`src/rtl/rf_pkg.sv`:
```
// Shared register-file write types and constants used by the writeback stage
// and the RF write-port arbiter.
package rf_pkg;

    localparam int RF_IDX_W  = 5;
    localparam int RF_DATA_W = 16;

    // Control opcodes shared with the writeback stage
    localparam logic [3:0] LOAD  = 4'b1100;
    localparam logic [3:0] STORE = 4'b1110;

    typedef struct packed {
        logic [RF_IDX_W-1:0]  index;
        logic [RF_DATA_W-1:0] data;
    } rf_write_t;

    typedef enum logic {
        ARB_RUN   = 1'b0,
        ARB_STALL = 1'b1
    } arb_state_t;

endpackage

```
`src/rtl/rf_arb_fifo.sv`:
```
// Small synchronous FIFO holding queued long-latency-unit RF writes; exposes
// per-entry valid/index so the arbiter can answer register hazard queries.
module rf_arb_fifo
    import rf_pkg::*;
#(
    parameter int DEPTH  = 2,
    parameter int IDX_W  = RF_IDX_W,
    parameter int DATA_W = RF_DATA_W
) (
    input  logic                   clk,
    input  logic                   rst_n,
    input  logic                   push,
    input  logic [IDX_W-1:0]       push_index,
    input  logic [DATA_W-1:0]      push_data,
    input  logic                   pop,
    output logic                   full,
    output logic                   empty,
    output logic [IDX_W-1:0]       head_index,
    output logic [DATA_W-1:0]      head_data,
    output logic [DEPTH-1:0]       entry_valid,
    output logic [DEPTH*IDX_W-1:0] entry_index
);

    localparam int PTR_W = $clog2(DEPTH);
    localparam int CNT_W = PTR_W + 1;

    logic [IDX_W-1:0]  index_mem [DEPTH];
    logic [DATA_W-1:0] data_mem  [DEPTH];
    logic [PTR_W-1:0]  rd_ptr;
    logic [PTR_W-1:0]  wr_ptr;
    logic [CNT_W-1:0]  count;

    // NOTE: storage is not reset; entry_valid alone decides which slots are live.
    always_ff @(posedge clk) begin
        if (push) begin
            index_mem[wr_ptr] <= push_index;
            data_mem[wr_ptr]  <= push_data;
        end
    end

    // NOTE: sequential state uses non-blocking assignments so every register
    // samples the pre-edge values of its neighbours.
    always_ff @(posedge clk) begin
        if (!rst_n) begin
            rd_ptr      <= '0;
            wr_ptr      <= '0;
            count       <= '0;
            entry_valid <= '0;
        end else begin
            if (pop) begin
                rd_ptr              <= rd_ptr + PTR_W'(1);
                entry_valid[rd_ptr] <= 1'b0;
            end
            if (push) begin
                wr_ptr              <= wr_ptr + PTR_W'(1);
                entry_valid[wr_ptr] <= 1'b1;
            end
            case ({push, pop})
                2'b10:   count <= count + CNT_W'(1);
                2'b01:   count <= count - CNT_W'(1);
                default: count <= count;
            endcase
        end
    end

    assign full       = (count == CNT_W'(DEPTH));
    assign empty      = (count == '0);
    assign head_index = index_mem[rd_ptr];
    assign head_data  = data_mem[rd_ptr];

    always_comb begin
        for (int i = 0; i < DEPTH; i++) begin
            entry_index[i*IDX_W +: IDX_W] = index_mem[i];
        end
    end

endmodule

```
`src/rtl/rf_write_arbiter.sv`:
```
// Shares the RF write port between writeback (always wins) and a queued
// long-latency unit. Define RF_ARB_BYPASS_EN to let an LU result skip an empty FIFO.
module rf_write_arbiter
    import rf_pkg::*;
#(
    parameter int IDX_W        = RF_IDX_W,
    parameter int DATA_W       = RF_DATA_W,
    parameter int QDEPTH       = 2,
    parameter int STARVE_LIMIT = 4
) (
    input  logic              clk,
    input  logic              rst_n,
    input  logic [IDX_W-1:0]  wb_index,
    input  logic [DATA_W-1:0] wb_data,
    input  logic              wb_en,
    input  logic              lu_valid,
    input  logic [IDX_W-1:0]  lu_index,
    input  logic [DATA_W-1:0] lu_data,
    output logic              lu_ready,
    output logic              wb_stall,
    input  logic [IDX_W-1:0]  pend_q_index,
    output logic              pend_hit,
    output logic              stall_violation,
    output logic [IDX_W-1:0]  write_index_rf,
    output logic [DATA_W-1:0] write_data_rf,
    output logic              write_en_rf
);

    localparam int AGE_W = $clog2(STARVE_LIMIT + 1);

    logic                    fifo_full;
    logic                    fifo_empty;
    logic [IDX_W-1:0]        head_index;
    logic [DATA_W-1:0]       head_data;
    logic [QDEPTH-1:0]       entry_valid;
    logic [QDEPTH*IDX_W-1:0] entry_index;
    logic                    push;
    logic                    pop;
    logic                    lu_direct;
    logic                    head_lost;
    logic [AGE_W-1:0]        age;
    arb_state_t              state;

`ifdef RF_ARB_BYPASS_EN
    assign lu_direct = lu_valid && !wb_en && fifo_empty;
`else
    assign lu_direct = 1'b0;
`endif

    assign lu_ready  = !fifo_full;
    assign push      = lu_valid && lu_ready && !lu_direct;
    assign pop       = !wb_en && !fifo_empty;
    assign head_lost = !fifo_empty && !pop;

    rf_arb_fifo #(
        .DEPTH  (QDEPTH),
        .IDX_W  (IDX_W),
        .DATA_W (DATA_W)
    ) u_fifo (
        .clk         (clk),
        .rst_n       (rst_n),
        .push        (push),
        .push_index  (lu_index),
        .push_data   (lu_data),
        .pop         (pop),
        .full        (fifo_full),
        .empty       (fifo_empty),
        .head_index  (head_index),
        .head_data   (head_data),
        .entry_valid (entry_valid),
        .entry_index (entry_index)
    );

    // NOTE: assign the default before the loop so no path leaves pend_hit
    // unassigned, which would otherwise infer a latch.
    always_comb begin
        pend_hit = 1'b0;
        for (int i = 0; i < QDEPTH; i++) begin
            if (entry_valid[i] && (entry_index[i*IDX_W +: IDX_W] == pend_q_index)) begin
                pend_hit = 1'b1;
            end
        end
    end

    // Starvation FSM: the age counter keeps running in STALL, only a pop ends it
    always_ff @(posedge clk) begin
        if (!rst_n) begin
            state           <= ARB_RUN;
            age             <= '0;
            stall_violation <= 1'b0;
        end else begin
            if (wb_en && (state == ARB_STALL)) begin
                stall_violation <= 1'b1;
            end
            if (fifo_empty || pop) begin
                age <= '0;
            end else if (age != AGE_W'(STARVE_LIMIT)) begin
                age <= age + AGE_W'(1);
            end
            case (state)
                ARB_RUN: begin
                    if (head_lost && (age == AGE_W'(STARVE_LIMIT - 1))) begin
                        state <= ARB_STALL;
                    end
                end
                ARB_STALL: begin
                    if (pop) begin
                        state <= ARB_RUN;
                    end
                end
                default: state <= ARB_RUN;
            endcase
        end
    end

    assign wb_stall = (state == ARB_STALL);

    always_ff @(posedge clk) begin
        if (!rst_n) begin
            write_en_rf    <= 1'b0;
            write_index_rf <= '0;
            write_data_rf  <= '0;
        end else begin
            write_en_rf <= wb_en || pop || lu_direct;
            if (wb_en) begin
                write_index_rf <= wb_index;
                write_data_rf  <= wb_data;
            end else if (pop) begin
                write_index_rf <= head_index;
                write_data_rf  <= head_data;
            end else if (lu_direct) begin
                write_index_rf <= lu_index;
                write_data_rf  <= lu_data;
            end
        end
    end

endmodule

```
`config.mk`:
```
export PLATFORM = sky130hd
export DESIGN_NAME = rf_write_arbiter
export DESIGN_NICKNAME = d
export VERILOG_FILES = /design/src/rtl/rf_pkg.sv /design/src/rtl/rf_arb_fifo.sv /design/src/rtl/rf_write_arbiter.sv
export SDC_FILE = /design/constraint.sdc
export NUM_CORES = 1
export LEC_CHECK = 0
export ABC_AREA = 1
export BUFFER_PORTS_ARGS = -buffer_cell sky130_fd_sc_hd__buf_2
export CAP_MARGIN = 20
export CORE_MARGIN = 4
export CORE_UTILIZATION = 46
export CTS_CLUSTER_SIZE = 16
export DETAILED_ROUTE_END_ITERATION = 8
export GPL_ROUTABILITY_DRIVEN = 0
export PLACE_DENSITY_LB_ADDON = 0.1
export SYNTH_ARGS = -nofsm -noshare
export SYNTH_HDL_FRONTEND = slang
export SYNTH_SLANG_ARGS = --single-unit
```
`constraint.sdc`:
```
create_clock -name clk -period 2.7 [get_ports clk]
set_input_delay 0.135 -clock clk [delete_from_list [all_inputs] [get_ports clk]]
set_output_delay 0.135 -clock clk [all_outputs]
set_load 0.05 [all_outputs]
```
# Word-level counts from Yosys, hierarchy flattened
# Memories as Yosys holds them, arrays and structs flattened. A register that Yosys moved wholly into a read port is not among the register bits.
# Cells that the tools add are included.
# op_classes
addsub,5
magnitude_cmp,4
n_eq_ne,7
n_mux,23
bitwise,5
n_reduce_logical,19
# ops
op,n
16-bit 2-to-1 mux,2
1-bit 2-to-1 mux,12
5-bit == test,2
5-bit 2-to-1 mux,2
1-bit logical AND,9
2-bit 2-to-1 mux,3
"2-bit == test, second input constant",2
1-bit zero test,4
"1-bit by 2-bit less-than comparator with 1-bit output, second input constant",2
2-bit case mux with 2 select lines,1
2-bit nonzero test,2
"3-bit by 1-bit adder with 3-bit output, second input constant",1
"3-bit by 2-bit == test with 1-bit output, second input constant",1
"3-bit inequality test, second input constant",1
"1-bit adder, second input constant",2
"2-bit by 1-bit adder with 2-bit output, second input constant",1
2-bit bitwise AND,1
1-bit demux with 1-bit select,2
"2-bit by 1-bit == test with 1-bit output, second input constant",1
"1-bit greater-or-equal comparator, second input constant",2
2-bit zero test,1
1-bit logical OR,2
1-bit NOT,2
2-bit NOT,1
other kinds (4),4
# totals
regBits,33
ramBits,42
input_bits,51
out_inout_bits,26
wordCells,75
memories,2
# memory_table
name,words,word_bits,read_ports,rd_ports_with_merged_regs,wr,line,text
u_fifo.data_mem,2,16,1,1,1,rf_arb_fifo.sv:28,logic [DATA_W-1:0] data_mem [DEPTH];
u_fifo.index_mem,2,5,3,1,1,rf_arb_fifo.sv:27,logic [IDX_W-1:0] index_mem [DEPTH];

# Depth between registers and ports, before layout
# Gate-level depths: netlist of the first run.
# logic_depth
word_depth,10
mapped_depth,9
mapped_depth_nobuf,9

# Hierarchy
# A second synthesis of the first run with hierarchy kept.
# unflattened
cells_unflattened,350
area_unflattened_um2,3331.9
# modules_own_cells
module,n_inst,cells_each,area_per_inst_um2,seq_area_each_um2
rf_arb_fifo,1,108,1891.8,1401.3
rf_write_arbiter,1,242,1440.1,540.5

# Worst setup path after synthesis of the first run
# Ideal clock, no wire load.
# synth_path
path_kind,register to register
startpoint,register u_fifo.count[0]
endpoint,"memory u_fifo.data_mem[0][0] (netlist name), enable pin"
setup_ns,0.376
t_arrival_ns,1.363
t_required_ns,2.324
path_slack_ns,0.962
stages_incl_launch_ff,7
path_buffers,0
period_less_slack_ns,1.738
cell_sequence,dfxtp_1 inv_2 nand2_2 nand2_1 inv_1 nand2_1 inv_1
# synth_between
elab_chain_len,5
# synth_rtl
element,line,text
start: declaration,rf_arb_fifo.sv:31,logic [CNT_W-1:0] count;
start signal: assignment,rf_arb_fifo.sv:59,2'b10: count <= count + CNT_W'(1);
start signal: assignment,rf_arb_fifo.sv:60,2'b01: count <= count - CNT_W'(1);
start signal: assignment,rf_arb_fifo.sv:61,default: count <= count;
2-bit == test,rf_arb_fifo.sv:66,assign full = (count == CNT_W'(DEPTH));
1-bit zero test,rf_write_arbiter.sv:50,assign lu_ready = !fifo_full;
via lu_ready,rf_write_arbiter.sv:19,"output logic lu_ready,"
1-bit logical AND,rf_write_arbiter.sv:51,assign push = lu_valid && lu_ready && !lu_direct;
1-bit 2-to-1 mux,rf_arb_fifo.sv:35,if (push) begin
1-bit 2-to-1 mux (not written as such),rf_arb_fifo.sv:37,data_mem[wr_ptr] <= push_data;
end: declaration,rf_arb_fifo.sv:28,
# The timed path passes the listed nets, and every way through them passes these cells.

# Final worst setup path of the first run
# layout_path
startpoint,register u_fifo.count[1]
endpoint,register u_fifo.count[1]
# layout_between
elab_chain_len,5
elab_cells_between_ends,12
cone_classes,2 x add/sub; 3 x eq/ne; 1 x mux; 6 x reduce/logical
# layout_rtl
element,line,text
2-bit == test / 2-bit zero test (equally long branches),"rf_arb_fifo.sv:66, rf_arb_fifo.sv:67",
"1-bit zero test, on equally long branches","rf_write_arbiter.sv:50, rf_write_arbiter.sv:52",
"1-bit logical AND, on equally long branches","rf_write_arbiter.sv:51, rf_write_arbiter.sv:52",
2-bit by 1-bit == test with 1-bit output / 2-bit == test (equally long branches),rf_arb_fifo.sv:58,"case ({push, pop})"
2-bit case mux with 2 select lines / 2-bit nonzero test (equally long branches),-,
# Several ways; a longest one is shown, not always the timed one.
# A chain may end at the register's enable or synchronous reset.

==> metrics.txt, run 1 <==
status complete, no violations; I/O Buffers 76; synth top area cells edfxtp_1 38%, dfxtp_1 20%, nand2_1 14%; die area 8710 um2; clock skew 0.0137 ns; Avg Vias per Cell roughly 4.5; Int Pwr roughly 2.0 mW; Critical Path Source u_fifo.count[1]; initial antenna violation count 0; Layout area overhead 22.9%; Placed Instances 548; critical path required time 2.93 ns; total grt overflow 0; clk slew on worst S/H paths 0.08 ns; Fin Setup TNS 0 ns; fin nets 539; CP Max Fanout 11; Hold WC Path Type input port to flop; dpl cell area around 3800 um2; 1st-iter DRT viols between 100 and 150; RSZ-0062 raised after global routing false; DR WL/cell 12.5 um; final design area excluding fillers ~4100 um2; Num CTS Buffers 9; via count 2650; r2r startpoint u_fifo.count[1]; clock power share between 20% and 30%; syn nets 443; reg2reg end u_fifo.count[1]; Final Hold Viols 0; Ys Warns 0; Initial Util 48.2%; Worst R2R Setup Slack between 0.9 and 1 ns; Flop pwr share 48.1%; P_leak 2.02 nW; die height 93.3 um; io pins 77; Layout Cells excl Fill a little under 600; post-CTS sizing 0; final setup fails 0; Clock Tree Root clkbuf_8; clk_lat worst skew between 0.3 and 0.4 ns; hpwl dp 5090 um; clock sinks 76; # diodes 0; fillers 660; Worst Setup End Kind flop; Net Sw Frac 36.0%; leading cell type in the layout, fill and taps excluded nand2_1; max cap viols 0; dominant cell type by area after synthesis edfxtp_1; Tot Pwr 3.07 mW; largest net degree at the start of global routing 26; Synth Instances 388; Mapped Avg Cell Area 8.63 um2; first-pass GRT wire length 11900 um; measured slew at the worst slew-check pin slightly below 0.7 ns; share of cells above drive strength 1 20.7%; Combinational Power Share 28.6%; flops & latches, synth 76; TritonCTS clock tree built; Seq/Total Area, Yosys approximately 58%; Max rail drop VDD roughly 0.38 mV; Fmax ~570 MHz; slew margin rel. ~55%; Tot GR Track Use 17.6%; drt drc 0; Tmin final 1.74 ns; post-synth top area share 37.7%; routed wire length roughly 7300 um; R2R cell count 7; synthesized area 3350 um2; clk buf depth 2; Worst EP arrival 1.97 ns; Pre-Repair DR Iteration Count 4; cell area power density 746 nW/um2; crit path launch type flop; num rows 30; Die X a little over 90 um; Crit Path Class flop to flop; synth unique cells 23; core area between 6000 and 7000 um2; hold_sp wb_data[5]; sw power around 1.1 mW; vias in the first global route roughly 2500; Slew Limit Fails 0; most frequent cells in the layout 128 x nand2_1, 76 x buf_2, 47 x inv_1, 43 x nor2_1, 42 x edfxtp_1; Min-Delay Endpoint write_data_rf[5]; Final Cycle Share between 60% and 70%; hold path depth 5; Post-DRT Antenna Nets 0; H-tree levels 3
[metrics by stage]
step                      setup WS, ns  hold WS (ns)  utilization, %
after floorplan                  0.962         0.234               -
after detailed placement         0.982         0.327            54.0
after CTS                        0.975       0.00114            59.0
after global routing             0.819         0.119            59.3
after global placement            1.05         0.322            54.0
final                            0.956         0.102            59.3
[Yosys cell counts, drive strengths merged]
cell and number:
nand3 17, dfxtp 34, nand2 132, o21ai 21
nand3b 1, ha 4, edfxtp 42, nor2 45
inv 50, a21oi 22, buf 15, o211ai 3
nor3 1, a31oi 1
[power groups by stage]
stage / Sequential (mW) / Combinational, mW / Clock (mW)
after global placement: 1.50 / 0.848 / 0
after global routing: 1.49 / 0.976 / 0.792
final: 1.47 / 0.879 / 0.715
after detailed placement: 1.50 / 0.857 / 0
after floorplan: 1.68 / 0.493 / 0
after CTS: 1.48 / 0.882 / 0.742
[worst max path at each step]
stage,end,slack [ns],cells after the start
3_3_place_gp,u_fifo.count[1],1.05,7
3_5_place_dp,u_fifo.count[1],0.98,7
6_report,u_fifo.count[1],0.96,7
5_1_grt,u_fifo.count[1],0.82,7
2_1_floorplan,u_fifo.data_mem[0][0],0.96,6
4_1_cts,u_fifo.count[1],0.97,7
[final cells by class]
type	instances	area (um2)	area share [%]
Sequential cell	76	1940	47.2
Multi-Input combinational cell	247	1090	26.6
Timing Repair Buffer	100	613	14.9
Inverter	50	193	4.68
Clock buffer	12	135	3.28
Tap cell	96	120	2.92
Clock inverter	4	18.8	0.456
[state kept, by name, summed over array words and instances, names as in the netlist, named ones only]
name and count:
age 3, stall_violation 1, u_fifo.count 2, u_fifo.data_mem 32, u_fifo.entry_valid 2, u_fifo.index_mem 10
u_fifo.rd_ptr 1, u_fifo.wr_ptr 1, wb_stall 1, write_data_rf 16, write_en_rf 1, write_index_rf 5
[what timing repair did]
action / 4_1_cts / 5_1_grt
hold buffers: 19 / 2
setup buffers: 0 / 0
hold endpoints to repair: 38 / 4
[logic make-up after synthesis]
family          after synthesis  synth area share [%]
buf+inv                      65                  9.34
simple gates                196                  23.9
flops                        76                  58.0
fa+ha+maj                     4                  1.49
compound gates               47                  7.29
[worst max-delay path, cell delays in order (launching register included)]
cell,delay [ns]
dfxtp_1,0.35
nor2_2,0.54
nor2_8,0.06
ha_1,0.33
inv_1,0.08
nand3_1,0.07
o21ai_0,0.16
nor2_1,0.05
[metal layers]
layer	global-route usage [%]	vias to the layer above	share of wire, %
met5	0	-	0
met4	6.23	0	0.37
met3	3.62	2	5.1
met2	25.7	69	45
met1	25.8	1164	50
li1	-	1415	-
Power figures use the tool's default switching activity.
==> inputs of run 2 (changes only) <==
==> constraint.sdc (replaced) <==
create_clock -name clk -period 1.8 [get_ports clk]
set_input_delay 0.09 -clock clk [delete_from_list [all_inputs] [get_ports clk]]
set_output_delay 0.09 -clock clk [all_outputs]
set_load 0.05 [all_outputs]
==> run 2 against run 1 <==
  * Cell area is 0.85% higher
  * Via count increased by 1.9%
  * Clock skew fell by 0.0080 ns
  * Register-to-register slack lost 0.66 ns
  * Critical path type unchanged
==> metrics.txt, run 2 (synthesized netlist as in run 1, its figures left out) <==
Tmin final 1.50 ns (-0.243 ns); hold slack final 0.0638 ns (-0.0383 ns); Fin Setup TNS 0 ns (unchanged); drt drc 0 (unchanged); Die X 93.3 um (unchanged); Setup Buffers After CTS 0 (unchanged); share of cells above drive strength 1 20.8% (+0.12 points); Crit Path Class flop to flop; Pre-Repair DR Iteration Count 4 (unchanged); Fmax 666 MHz (+16%); via count 2700 (+1.9%); num rows 30 (unchanged); cell area power density 1130 nW/um2 (+51%); Hold WC Path Type input port to flop; status complete, no violations; CP Max Fanout 5 (-6); crit path launch type flop; most frequent cells in the layout 128 x nand2_1, 76 x buf_2, 47 x inv_1, 43 x nor2_1, 42 x edfxtp_1; Combinational Power Share 29.8% (+1.2 points); I/O Buffers 76 (unchanged); 1st-iter DRT viols 183 (+74%); Worst EP arrival 1.73 ns (-0.24 ns); fin worst setup slack 0.299 ns (-0.657 ns); Int Pwr 3.01 mW (+53%); Worst Setup End Kind flop; Layout area overhead 24.0%; leading cell type in the layout, fill and taps excluded nand2_1; core area 6940 um2 (unchanged); total grt overflow 0 (unchanged); final setup fails 0 (unchanged); clk buf depth 2 (unchanged); Final Cycle Share 83.4% (+19 points); sw power 1.67 mW (+51%); measured slew at the worst slew-check pin 0.479 ns (-0.195 ns); clock skew 0.00574 ns (-0.00796 ns); clock power share 23.6% (+0.3 points); Top Registers u_fifo.data_mem x32, write_data_rf x16, u_fifo.index_mem x10; Max rail drop VDD 0.488 mV (+27%); max cap viols 0 (unchanged); P_leak 2.04 nW (+0.71%); Avg Vias per Cell 4.60 (+1.5%); Tot Pwr 4.68 mW (+52%); Initial Util 48.2% (unchanged); post-place setup slack 0.323 ns (-0.659 ns); Tot GR Track Use 17.3% (-0.28 points); vias in the first global route 2559 (+3.2%); largest net degree at the start of global routing 32 (+23%); Clock Tree Root clkbuf_8; # diodes 0 (unchanged); Num CTS Buffers 9 (unchanged); initial antenna violation count 0 (unchanged); first-pass GRT wire length 11900 um (+0.35%); Flop pwr share 46.6% (-1.5 points); critical path required time 2.03 ns (-0.90 ns); max FFs per register 32 (unchanged); clk slew on worst S/H paths 0.07 ns (about the same); hpwl dp 5070 um (-0.39%); io pins 77 (unchanged); routed wire length 7230 um (-1.0%); fin nets 541 (+0.37%); TritonCTS clock tree built; DR WL/cell 12.3 um (-1.4%); Final Hold Viols 0 (unchanged); die area 8710 um2 (unchanged); die height 93.3 um (unchanged); slew margin rel. 68.0% (+13 points); Slew Limit Fails 0 (unchanged); Net Sw Frac 35.6% (-0.34 points); clk_lat worst skew 0.34 ns (about the same); RSZ-0062 raised after global routing false; Biggest register u_fifo.data_mem; Post-DRT Antenna Nets 0 (unchanged); clock sinks 76 (unchanged); H-tree levels 3 (unchanged)
## run 2: worst max-delay path, stage by stage, from the launching register on
cell	delay [ns]
dfxtp_1	0.36
nor2_2	0.28
nor2_8	0.06
ha_1	0.31
inv_1	0.08
nand3_1	0.07
o21ai_0	0.17
nor2_1	0.05
## run 2: final cells by class
type / count / area (um2)
Sequential cell: 76 / 1940
Clock inverter: 3 / 12.5
Inverter: 50 / 193
Clock buffer: 13 / 149
Multi-Input combinational cell: 247 / 1090
Tap cell: 96 / 120
Timing Repair Buffer: 102 / 641
Fill cell: 602 / 2790
## run 2: repair_timing
action | CTS | global route
resized for setup | 0 | 0
endpoints found under the setup margin | 0 | 0
endpoints found under the hold margin | 42 | 0
hold buffers | 21 | 0
## run 2: path summary, 6_finish.rpt
path	slack, ns	end	cells after the start	startpoint
setup / recovery	0.30	u_fifo.count[1]	7	u_fifo.count[1]
hold / removal	0.06	write_data_rf[15]	5	wb_data[15]
setup reg to reg	0.30	u_fifo.count[1]	7	u_fifo.count[1]
hold reg to reg	0.49	u_fifo.entry_valid[0]	2	u_fifo.entry_valid[0]
## run 2: power groups by stage
stage | combinational (mW) | clock, mW | sequential [mW]
after floorplan | 0.739 | 0 | 2.52
after global placement | 1.34 | 0 | 2.21
after detailed placement | 1.36 | 0 | 2.22
after CTS | 1.40 | 1.13 | 2.18
after global routing | 1.53 | 1.23 | 2.21
final | 1.39 | 1.10 | 2.18
## run 2: through the flow
stage	instances	area [um2]	util, %
after CTS	587	4150	59.8
after floorplan	388	3350	-
after global routing	587	4150	59.8
after detailed placement	550	3780	54.4
after global placement	550	3780	54.4
final	587	4150	59.8
## run 2: metal layers
metal | global-route usage [%] | vias to the layer above | wire [um]
met4 | 5.86 | 0 | 83
met1 | 25.2 | 1180 | 3520
met5 | 0 | - | 0
li1 | - | 1420 | -
met3 | 3.30 | 12 | 475
met2 | 25.8 | 88 | 3140
==> inputs of run 3 (changes only) <==
--- a/config.mk
+++ b/config.mk
@@ -5,7 +5,7 @@
 export SDC_FILE = /design/constraint.sdc
 export NUM_CORES = 1
 export LEC_CHECK = 0
-export ABC_AREA = 1
+export ABC_AREA = 0
 export BUFFER_PORTS_ARGS = -buffer_cell sky130_fd_sc_hd__buf_2
 export CAP_MARGIN = 20
 export CORE_MARGIN = 4
==> constraint.sdc (replaced) <==
create_clock -name clk -period 1.3 [get_ports clk]
set_input_delay 0.065 -clock clk [delete_from_list [all_inputs] [get_ports clk]]
set_output_delay 0.065 -clock clk [all_outputs]
set_load 0.05 [all_outputs]
==> run 3 against run 2 <==
  * The flow now finishes with violations (negative setup slack)
  * Largest cell class unchanged
  * Cell area rose by 14%
  * Die area shrank 4.2%
  * Worst hold slack better by 0.063 ns
  * Clock-buffer cell count shrank 4
  * Sequential share of layout area down 5.6 points
  * Critical endpoint is now pend_hit
  * Flip-flop and latch count did not move
  * Largest power group is now combinational cells
==> metrics.txt, run 3 <==
vias in the first global route 2547 (-0.47%); synth unique cells 28 (+22%); first-pass GRT wire length 12600 um (+5.8%); Layout area overhead 48.2%; Primary FF master, synth edfxtp_1; num rows 30 (unchanged); synth top area cells edfxtp_1 39%, dfxtp_1 21%, mux2i_1 6.6%; Pre-Repair DR Iteration Count 4 (unchanged); Die X 91.3 um (-2.1%); Post-DRT Antenna Nets 0 (unchanged); Biggest register u_fifo.data_mem; flops & latches, synth 76 (unchanged); fin worst setup slack -0.159 ns (-0.458 ns); Worst Setup End Kind output port; status finished with violations; clock sinks 76 (unchanged); fin nets 460 (-15%); TritonCTS clock tree built; Num CTS Buffers 9 (unchanged); clock skew 0.00700 ns (+0.00126 ns); final setup fails 62 (+62); largest net degree at the start of global routing 50 (+56%); measured slew at the worst slew-check pin 0.256 ns (-0.223 ns); FFs w/ async S/R, synth 0% (unchanged); Seq/Total Area, Yosys 60.8% (+2.8 points); max cap viols 0 (unchanged); leading cell type in the layout, fill and taps excluded buf_2; fillers 525 (-13%); I/O Buffers 76 (unchanged); count leader, synth edfxtp_1; syn nets 319 (-28%); routed wire length 7740 um (+7.1%); io pins 77 (unchanged); post-synth top area share 39.5% (+1.8 points); via count 2547 (-5.7%); Mapped Avg Cell Area 12.1 um2 (+40%); initial antenna violation count 0 (unchanged); failing checks negative setup slack; H-tree levels 3 (unchanged); Tmin final around 1.5 ns; Max rail drop VDD 1.03 mV (+110%); Tot GR Track Use 19.6% (+2.3 points); DR WL/cell 15.8 um (+28%); die height 91.3 um (-2.1%); core area 6760 um2 (-2.7%); Final Cycle Share 112%; Layout Cells excl Fill 490 (-17%); Critical Path Max Stage Delay 0.44 ns (+0.08 ns); share of cells above drive strength 1 39.8% (+19 points); total grt overflow 0 (unchanged); clk buf depth 2 (unchanged); crit path launch type flop; cell area power density 1900 nW/um2 (+69%); max FFs per register 32 (unchanged); Synth Instances 264 (-32%); Post-synth EDFFs 42 (unchanged); Avg Vias per Cell 5.20 (+13%); P_leak 1.87 nW (-8.4%); drt drc 0 (unchanged); Commonest cells post-synth 42 x edfxtp_1, 34 x dfxtp_1, 26 x nand2_1, 22 x nor3_1; Hold WC Path Type input port to flop; most frequent cells in the layout 74 x buf_2, 43 x dlygate4sd3_1, 42 x edfxtp_1, 32 x dfxtp_1, 25 x nand2_1; RSZ-0062 raised after global routing true; Final Hold Viols 0 (unchanged); Crit Path Class flop to output port; Fin Setup TNS -2.33 ns (-2.33 ns); clk slew on worst S/H paths 0.08 ns (about the same); 1st-iter DRT viols 118 (-36%); hpwl dp 4790 um (-5.5%); Ys Warns 0 (unchanged); CP Max Fanout 2 (-3); dpl cell area 3850 um2 (+1.9%); Initial Util 47.3% (-0.92 points); Placed Instances 422 (-23%); Clock Tree Root clkbuf_8; Slew Limit Fails 0 (unchanged); critical path required time 1.24 ns (-0.79 ns); Final Util 70.1% (+10 points); Fmax just under 700 MHz; worst-path cell chain xnor2_2 > nand4_1 > o22ai_2 > buf_6; slew margin rel. 83.0% (+15 points); dominant cell type by area after synthesis edfxtp_1; clk_lat worst skew 0.35 ns (about the same); synthesized area 3200 um2 (-4.6%); Worst EP arrival 1.39 ns (-0.34 ns); slowest CP cell edfxtp_1; die area 8340 um2 (-4.2%); # diodes 0 (unchanged); final design area excluding fillers 4740 um2 (+14%); Top Registers u_fifo.data_mem x32, write_data_rf x16, u_fifo.index_mem x10
run 3: cell count changes after synthesis, sizes merged, moves of 11 or more:
| cell | delta |
|---|---|
| nand2 | -106 |
| inv | -43 |
| nor2 | -38 |
| a211o | +21 |
| mux2i | +21 |
| nor3 | +21 |
| o21ai | -19 |
| nand3 | -14 |
| xnor2 | +12 |
| clkbuf | +11 |
run 3: what timing repair did:
item	in CTS	in global routing
hold endpoints to repair	66	0
pin swaps	14	12
hold buffers	43	0
resized for setup	22	23
buffers inserted	7	3
gates cloned	1	0
setup endpoints to repair	25	51
run 3: per-layer routing:
layer  part of all wire (%)  global-route usage [%]
met5                      0                       0
met4                    1.5                    6.28
met3                    5.3                    5.80
met2                     51                    32.6
met1                     42                    24.5
run 3: worst paths after layout:
kind / to / start / cells after the start / slack (ns)
hold / removal: u_fifo.wr_ptr / lu_valid / 3 / 0.13
setup / recovery: pend_hit / u_fifo.index_mem[1][0] / 4 / -0.16
setup reg to reg: write_index_rf[0] / u_fifo.count[1] / 6 / -0.13
hold reg to reg: stall_violation / stall_violation / 2 / 0.48
run 3: final cells by class:
class,count,area (um2),share of cell area [%]
Clock buffer,9,124,2.61
Multi-Input combinational cell,161,1240,26.2
Clock inverter,7,91.3,1.93
Sequential cell,76,1950,41.2
Tap cell,80,100,2.11
Inverter,7,33.8,0.713
Timing Repair Buffer,150,1200,25.3
run 3: power breakdown:
part           total (mW)  switching [mW]  internal (mW)
logic                3.89            2.09           1.80
registers            3.20           0.215           2.98
clock network        1.94           0.865           1.07
run 3: cells by family after synthesis:
logic type      synth area share, %
simple gates                   9.20
fa+ha+maj                      1.57
compound gates                 13.9
flops                          60.8
xor+xnor                       3.56
buf+inv                        4.42
mux                            6.58
run 3: critical path, delay by kind of cell (launching register included):
| kind | cells | cell delay, ns |
|---|---|---|
| flip-flops | 1 | 0.44 |
| buffers and inverters | 1 | 0.18 |
| XOR/XNOR | 1 | 0.20 |
| AO/OA/AOI/OAI | 1 | 0.12 |
| AND/OR/NAND/NOR | 1 | 0.11 |
run 3: per-stage QoR:
step / setup slack [ns] / hold slack [ns] / total power [mW]
2_1_floorplan: -0.212 / 0.164 / 5.52
3_3_place_gp: -0.0867 / 0.252 / 6.36
3_5_place_dp: -0.126 / 0.256 / 6.42
4_1_cts: -0.176 / 0.105 / 8.98
5_1_grt: -0.248 / 0.132 / 9.55
6_report: -0.159 / 0.127 / 9.02
